## config.mk

```make
export PLATFORM = sky130hd
export DESIGN_NAME = ramb_fifo_ctrl
export DESIGN_NICKNAME = d
export VERILOG_FILES = /design/src/rtl/ramb_fifo_ctrl_pkg.sv /design/src/rtl/ramb_fifo_ctrl.sv
export SDC_FILE = /design/constraint.sdc
export NUM_CORES = 1
export LEC_CHECK = 0
export BUFFER_PORTS_ARGS = -buffer_cell sky130_fd_sc_hd__clkbuf_2
export CAP_MARGIN = 5
export CORE_MARGIN = 2
export CORE_UTILIZATION = 41
export CTS_CLUSTER_DIAMETER = 150
export CTS_CLUSTER_SIZE = 8
export DETAILED_ROUTE_END_ITERATION = 12
export PLACE_DENSITY = 0.9
export SYNTH_ARGS = -nofsm -noshare
export SYNTH_HDL_FRONTEND = slang
export SYNTH_SLANG_ARGS = --single-unit
```

## constraint.sdc

```tcl
create_clock -name CLKIN -period 3.8 [get_ports CLKIN]
set_clock_uncertainty 0.15 [all_clocks]
set_input_delay 0.76 -clock CLKIN [delete_from_list [all_inputs] [get_ports CLKIN]]
set_output_delay 0.76 -clock CLKIN [all_outputs]
set_load 0.005 [all_outputs]
```

## src/rtl/ramb_fifo_ctrl_pkg.sv

```systemverilog
// rtl/ramb_fifo_ctrl_pkg.sv - shared constants and types for the SB_RAM40_4K FIFO controller.
package ramb_fifo_ctrl_pkg;

  localparam int RAM_ADDR_W = 11;

  // 256x16 mode: READ_MODE and WRITE_MODE both 0 on the RAM primitive.
  localparam int RAM_READ_MODE  = 0;
  localparam int RAM_WRITE_MODE = 0;

  typedef enum logic [1:0] {
    OP_IDLE = 2'b00,
    OP_PULL = 2'b01,
    OP_PUSH = 2'b10,
    OP_BOTH = 2'b11
  } fifo_op_e;

  function automatic int ptr_w(input int addr_w);
    return addr_w;
  endfunction

  function automatic int cnt_w(input int addr_w);
    return addr_w + 1;
  endfunction

endpackage

```

## src/rtl/ramb_fifo_ctrl.sv

```systemverilog
// rtl/ramb_fifo_ctrl.sv - pointer/count/flag control turning an SB_RAM40_4K into a FIFO.
module ramb_fifo_ctrl
  import ramb_fifo_ctrl_pkg::*;
#(
  parameter int ADDR_W = 8,
  parameter int DATA_W = 16
) (
  input  logic                     CLKIN,
  input  logic                     RESETN,
  input  logic                     PUSH,
  input  logic [DATA_W-1:0]        DIN,
  input  logic                     PULL,
  output logic [DATA_W-1:0]        DOUT,
  output logic                     DOUT_VALID,
  output logic                     FULL,
  output logic                     EMPTY,
  output logic [ADDR_W:0]          COUNT,
  output logic                     OVERFLOW,
  output logic                     UNDERFLOW,
  output logic [RAM_ADDR_W-1:0]    RAM_WADDR,
  output logic                     RAM_WE,
  output logic [DATA_W-1:0]        RAM_WDATA,
  output logic [DATA_W-1:0]        RAM_MASK,
  output logic [RAM_ADDR_W-1:0]    RAM_RADDR,
  output logic                     RAM_RE,
  input  logic [DATA_W-1:0]        RAM_RDATA
);

  localparam int PW = ptr_w(ADDR_W);
  localparam int CW = cnt_w(ADDR_W);
  localparam logic [PW-1:0] PTR_ONE  = {{(PW-1){1'b0}}, 1'b1};
  localparam logic [CW-1:0] CNT_ONE  = {{(CW-1){1'b0}}, 1'b1};
  localparam logic [CW-1:0] CNT_FULL = {1'b1, {(CW-1){1'b0}}};
  localparam logic [CW-1:0] CNT_ZERO = '0;

  logic [PW-1:0] wr_ptr;
  logic [PW-1:0] rd_ptr;
  logic [CW-1:0] count_nxt;
  logic          push_ok;
  logic          pull_ok;
  fifo_op_e      op;

  // When full, wr_ptr == rd_ptr: rejecting the push keeps the RAM free of a same-address read/write.
  assign push_ok = PUSH & ~FULL;
  assign pull_ok = PULL & ~EMPTY;
  assign op      = fifo_op_e'({push_ok, pull_ok});

  always_comb begin
    count_nxt = COUNT;
    unique case (op)
      OP_PUSH: count_nxt = COUNT + CNT_ONE;
      OP_PULL: count_nxt = COUNT - CNT_ONE;
      default: count_nxt = COUNT;
    endcase
  end

  always_ff @(posedge CLKIN or negedge RESETN) begin
    if (!RESETN) begin
      wr_ptr     <= '0;
      rd_ptr     <= '0;
      COUNT      <= '0;
      EMPTY      <= 1'b1;
      FULL       <= 1'b0;
      DOUT_VALID <= 1'b0;
      OVERFLOW   <= 1'b0;
      UNDERFLOW  <= 1'b0;
    end else begin
      if (push_ok) wr_ptr <= wr_ptr + PTR_ONE;
      if (pull_ok) rd_ptr <= rd_ptr + PTR_ONE;
      COUNT      <= count_nxt;
      EMPTY      <= (count_nxt == CNT_ZERO);
      FULL       <= (count_nxt == CNT_FULL);
      DOUT_VALID <= pull_ok;
      if (PUSH && FULL)  OVERFLOW  <= 1'b1;
      if (PULL && EMPTY) UNDERFLOW <= 1'b1;
    end
  end

  assign RAM_WADDR = {{(RAM_ADDR_W-PW){1'b0}}, wr_ptr};
  assign RAM_RADDR = {{(RAM_ADDR_W-PW){1'b0}}, rd_ptr};
  assign RAM_WE    = push_ok;
  assign RAM_RE    = pull_ok;
  assign RAM_WDATA = DIN;
  assign RAM_MASK  = '0;
  assign DOUT      = RAM_RDATA;

endmodule

```

* Yosys cells after proc, flatten, opt, wreduce, memory -nomap -nowiden
Index checks and enable logic that the tools add are counted.
** Word-level totals
- Output and inout bits :: 86
- Logic and storage cells :: 23
- Register bits :: 30
- Input port bits :: 36
** Cells by class
- Reduce and logical (&&, ||, !) cells :: 3
- Muxes and demuxes :: 1
- Bitwise operators :: 4
- Equal/unequal tests :: 3
- Add/subtract/negate cells :: 4
** Operator list (count)
- $pmux 9 s2 :: 1
- $add 8x1->8 const B :: 2
- $add 9x1->9 const B :: 1
- $eq 9x9->1 const B :: 1
- $logic_not 9->1 :: 1
- $sub 9x1->9 const B :: 1
- $and 1x1->1 :: 2
- $eq 2x1->1 const B :: 1
- $eq 2x2->1 const B :: 1
- $logic_and 1x1->1 :: 2
- $not 1->1 :: 2

* Logic depth before layout (Yosys ltp)
- Word-level depth :: 5
- Depth in mapped cells :: 14
- Mapped depth without buffers :: 11

* Least setup slack after synthesis
Ideal clock, no wire load.
- Path kind :: input port to flip-flop
- Start :: in PUSH
- End :: reg FULL
- Data arrival time :: 3808 ps
- Setup slack :: -253 ps
- Required time :: 3555 ps
- Stages :: 14
- Cells stage by stage :: nor2b_1 > clkbuf_1 > inv_1 > ha_1 > buf_2 > buf_2 > xor2_1 > ha_1 > and4b_1 > a2111oi_2 > a311oi_1 > and3_4 > or4b_4 > nor4b_2
** Between the ends
- Cells in the longest elaborated chain, start to end :: 4
- Elaborated cells between the ends (all ways) :: 5
- Classes of those cells :: eq/ne (3); mux (1); bitwise (1)
** RTL lines
- from (decl) :: RTL line ramb_fifo_ctrl.sv:10 : input logic PUSH,
- $and 1x1->1 (*) :: RTL line ramb_fifo_ctrl.sv:44 : assign push_ok = PUSH & ~FULL;
- net RAM_WE :: RTL line ramb_fifo_ctrl.sv:21 : output logic RAM_WE,
- $eq 2x1->1 / $eq 2x2->1 (equally long branches) :: RTL line ramb_fifo_ctrl.sv:50 : unique case (op)
- $pmux 9 s2 (*) :: RTL line ramb_fifo_ctrl.sv:50
- net count_nxt[6] :: RTL line ramb_fifo_ctrl.sv:38 : logic [CW-1:0] count_nxt;
- $eq 9x9->1 (*) :: RTL line ramb_fifo_ctrl.sv:72 : FULL <= (count_nxt == CNT_FULL);
- to (signal assigned) :: RTL line ramb_fifo_ctrl.sv:72
- to (decl) :: RTL line ramb_fifo_ctrl.sv:15 : output logic FULL,
The timed path passes the listed nets; every way through them passes the cells marked *.
A chain may end at the register's enable or synchronous reset.

* Worst setup path in the final report
- Start :: in PUSH
- End :: reg FULL
** Between the ends
- Cells in the longest elaborated chain, start to end :: 4
- Elaborated cells between the ends (all ways) :: 5
- Classes of those cells :: eq/ne (3); mux (1); bitwise (1)
** RTL lines (RTL line)
- $and 1x1->1 (*) :: ramb_fifo_ctrl.sv:44
- $eq 2x1->1 / $eq 2x2->1 (equally long branches) :: ramb_fifo_ctrl.sv:50
- $pmux 9 s2 (*) :: ramb_fifo_ctrl.sv:50
- net count_nxt[6] :: ramb_fifo_ctrl.sv:38
- $eq 9x9->1 (*) :: ramb_fifo_ctrl.sv:72
Marked as above.

==> results.json <==
{
  "max_freq_ghz": 0.282,
  "syn2layout_area_growth_pct": 1.46,
  "drive_gt1_share_pct": 24.6,
  "syn_area_mm2": 0.00223,
  "synthArstFlopShare_pct": 100,
  "ir_drop_mv": 0.321,
  "min_path_type": "flip-flop to flip-flop",
  "crit_type": "input port to flip-flop",
  "synthFlopType": "dfrtp_1",
  "num_vias": 1585,
  "grt_pass1_wl_um": 6590,
  "setup_tns_ps": 0,
  "synth_seq_cells": 30,
  "critical-path-max-stage-delay_ps": 540,
  "cts-root-buf": "clkbuf_8",
  "worst_slack_ps": 258,
  "first_pass_iters": 4,
  "critPathSlowestCell": "or4b_1",
  "crit_buf_inv": 2,
  "outcome": "finished, final reports clean",
  "pre_cts_slack_ps": -31.9,
  "cts_tree": "built",
  "h-tree-depth": 2,
  "dieHeight_um": 77.7,
  "cts_buffer_depth": 2,
  "io_buffers": 35,
  "synth_cell_types": 54,
  "crit_start": "PUSH",
  "hp-start": "UNDERFLOW",
  "avgSynthCellArea_um2": 9.33,
  "drt_iter0_drc": 83,
  "r2r_start": "FULL",
  "fin_nets": 281,
  "cts_hold_buf": 0,
  "cp-end-kind": "flip-flop",
  "drc": 0,
  "row_count": 26,
  "design.die.area_mm2": 0.00604,
  "wl_per_cell_um": 12.8,
  "clkTransAtPathRegs_ps": 60,
  "crit_required_ps": 3840,
  "grt_max_degree": 31,
  "ys_warn_count": 0,
  "insertion_delay_ps": 280,
  "hold_viol": 0,
  "worstPathMaxFanout": 5,
  "vias_per_cell": 5.11,
  "setup_violations": 0,
  "synthCells": 239,
  "drv_slew": 0,
  "slew_headroom_pct": 51.9,
  "die_w_um": 77.7,
  "worst_slew_pin_slew_ps": 722,
  "place.gp.congestion": 0.873,
  "cts_resized": 0,
  "p_per_area_mw_per_mm2": 711,
  "worst_setup_path_start_kind": "input port",
  "antenna_left": 0,
  "cts_setup_buffers": 0,
  "cp.arrival_ps": 3580,
  "crit_path_cell_trace": "clkbuf_2, nor2b_1, inv_4, ha_4, xor2_1, ha_2, and4bb_1, a2111oi_4, or4b_1, and3_4, or4b_4, nor4b_2",
  "coreArea_mm2": 0.00517,
  "routed_wl_um": 3980,
  "cts.sinks": 30,
  "maxCapViolCount": 0,
  "period_minus_slack_ps": 3540,
  "timing.final.crit_share_pct": 93.2,
  "grt_pass1_vias": 1473,
  "pin_count": 122,
  "yosysSeqAreaShare_pct": 33.7,
  "cts_inserted_buffers": 5,
  "antenna_found_initial": 0,
  "place_hpwl_um": 2970,
  "start_util_pct": 43.1,
  "p_leak_nw": 1.08,
  "antenna_cells": 0,
  "grt-ovfl-total": 0,
  "grt_usage_pct": 13.4,
  "rsz0062_at_grt": "no",
  "fillers": 487,
  "synth-edff-count": 0,
  "path_delay_family": "simple AND/OR/NAND/NOR gates"
}
## synthesized netlist by cell type (all sizes together), types with 2 or more instances
cell / instances / area, um^2
and3: 6 / 42.5
nor4: 2 / 12.5
xnor2: 15 / 131
mux2: 3 / 33.8
a32oi: 2 / 17.5
nor3: 3 / 15.0
inv: 3 / 11.3
a211oi: 2 / 15.0
xor2: 8 / 70.1
a21o: 5 / 37.5
ha: 6 / 75.1
and4: 2 / 17.5
a21oi: 6 / 30.0
and4b: 2 / 20.0
o21ai: 6 / 30.0
and3b: 3 / 26.3
buf: 59 / 434
or4b: 2 / 23.8
o211ai: 2 / 15.0
clkbuf: 9 / 33.8
nor2: 11 / 41.3
nand3: 8 / 40.0
o211a: 2 / 20.0
nand4: 2 / 12.5
mux2i: 2 / 20.0
nor2b: 5 / 31.3
dfrtp: 29 / 726
nand2: 13 / 48.8
## power by group
| group | switching (mW) | internal [mW] | leakage, nW | total, mW |
|---|---|---|---|---|
| sequential | 0.220 | 0.452 | 0.368 | 0.672 |
| combinational | 0.325 | 0.353 | 0.662 | 0.677 |
| clock | 0.113 | 0.146 | 0.0482 | 0.259 |
## flip-flops by register name (all words and copies together), names as in the netlist
name / cells
FULL: 1
wr_ptr: 8
DOUT_VALID: 1
COUNT: 9
UNDERFLOW: 1
rd_ptr: 8
EMPTY: 1
OVERFLOW: 1
## routing by layer
| metal | global-route usage, % | routed length (um) | up-vias |
|---|---|---|---|
| met1 | 15.4 | 1700 | 760 |
| met5 | 0 | 0 | - |
| met3 | 3.84 | 295 | 13 |
| met4 | 6.25 | 72 | 0 |
| li1 | - | - | 754 |
| met2 | 22.7 | 1920 | 58 |
## cell type report
class                   count  area, um^2  area share (%)
clock buffers               7        86.3            3.82
clock inverters             1        5.00           0.221
inverters                   4        17.5           0.774
multi-input cells         158        1100            48.7
flip-flops and latches     30         752            33.2
well taps                  70        87.6            3.87
repair buffers             40         213            9.40
## worst paths after layout
kind / endpoint / slack (ps) / depth (start not counted)
hold / removal: UNDERFLOW / 310 / 1
setup / recovery: FULL / 260 / 12
setup reg to reg: FULL / 400 / 11
min in group asynchronous: wr_ptr[7] / 370 / 1
hold reg to reg: UNDERFLOW / 310 / 1
max in group asynchronous: rd_ptr[6] / 2660 / 1
## cells by family (layout without fill, tap and decap cells)
| logic type | after synthesis | after routing | share of synthesized area, % |
|---|---|---|---|
| other | 1 | 22 | 0.168 |
| DFF | 30 | 30 | 33.7 |
| adders and majority gates | 6 | 6 | 3.37 |
| AOI/OAI and AO/OA | 37 | 37 | 12.1 |
| xor gates and xnor gates | 23 | 23 | 9.04 |
| and+or+nand+nor | 65 | 65 | 17.6 |
| muxes | 5 | 5 | 2.41 |
| buffers and inverters | 72 | 52 | 21.7 |
## cells in the final DEF (no fill, tap or decap), drive strengths merged, types with 3 or more instances in the layout
master | Yosys | layout
nor2b | 5 | 5
dfrtp | 29 | 29
o21ai | 6 | 6
ha | 6 | 6
xnor2 | 15 | 15
a21o | 5 | 5
inv | 3 | 3
a21oi | 6 | 6
xor2 | 8 | 8
nor2 | 11 | 11
and3b | 3 | 3
mux2 | 3 | 3
nand3 | 8 | 8
nor3 | 3 | 3
conb | 1 | 22
and3 | 6 | 6
buf | 59 | 5
nand2 | 13 | 13
clkbuf | 9 | 42
## metrics by stage
step	hold WS [ps]	std cells	power, mW	utilization, %	area (um^2)
detailed placement	298	302	1.36	42.0	2170
global route	326	310	1.75	43.7	2260
floorplan	301	260	1.16	-	2360
global placement	287	302	1.32	42.0	2170
finish	308	310	1.61	43.7	2260
CTS	312	310	1.62	43.7	2260
(Power assumes the default switching activity.)
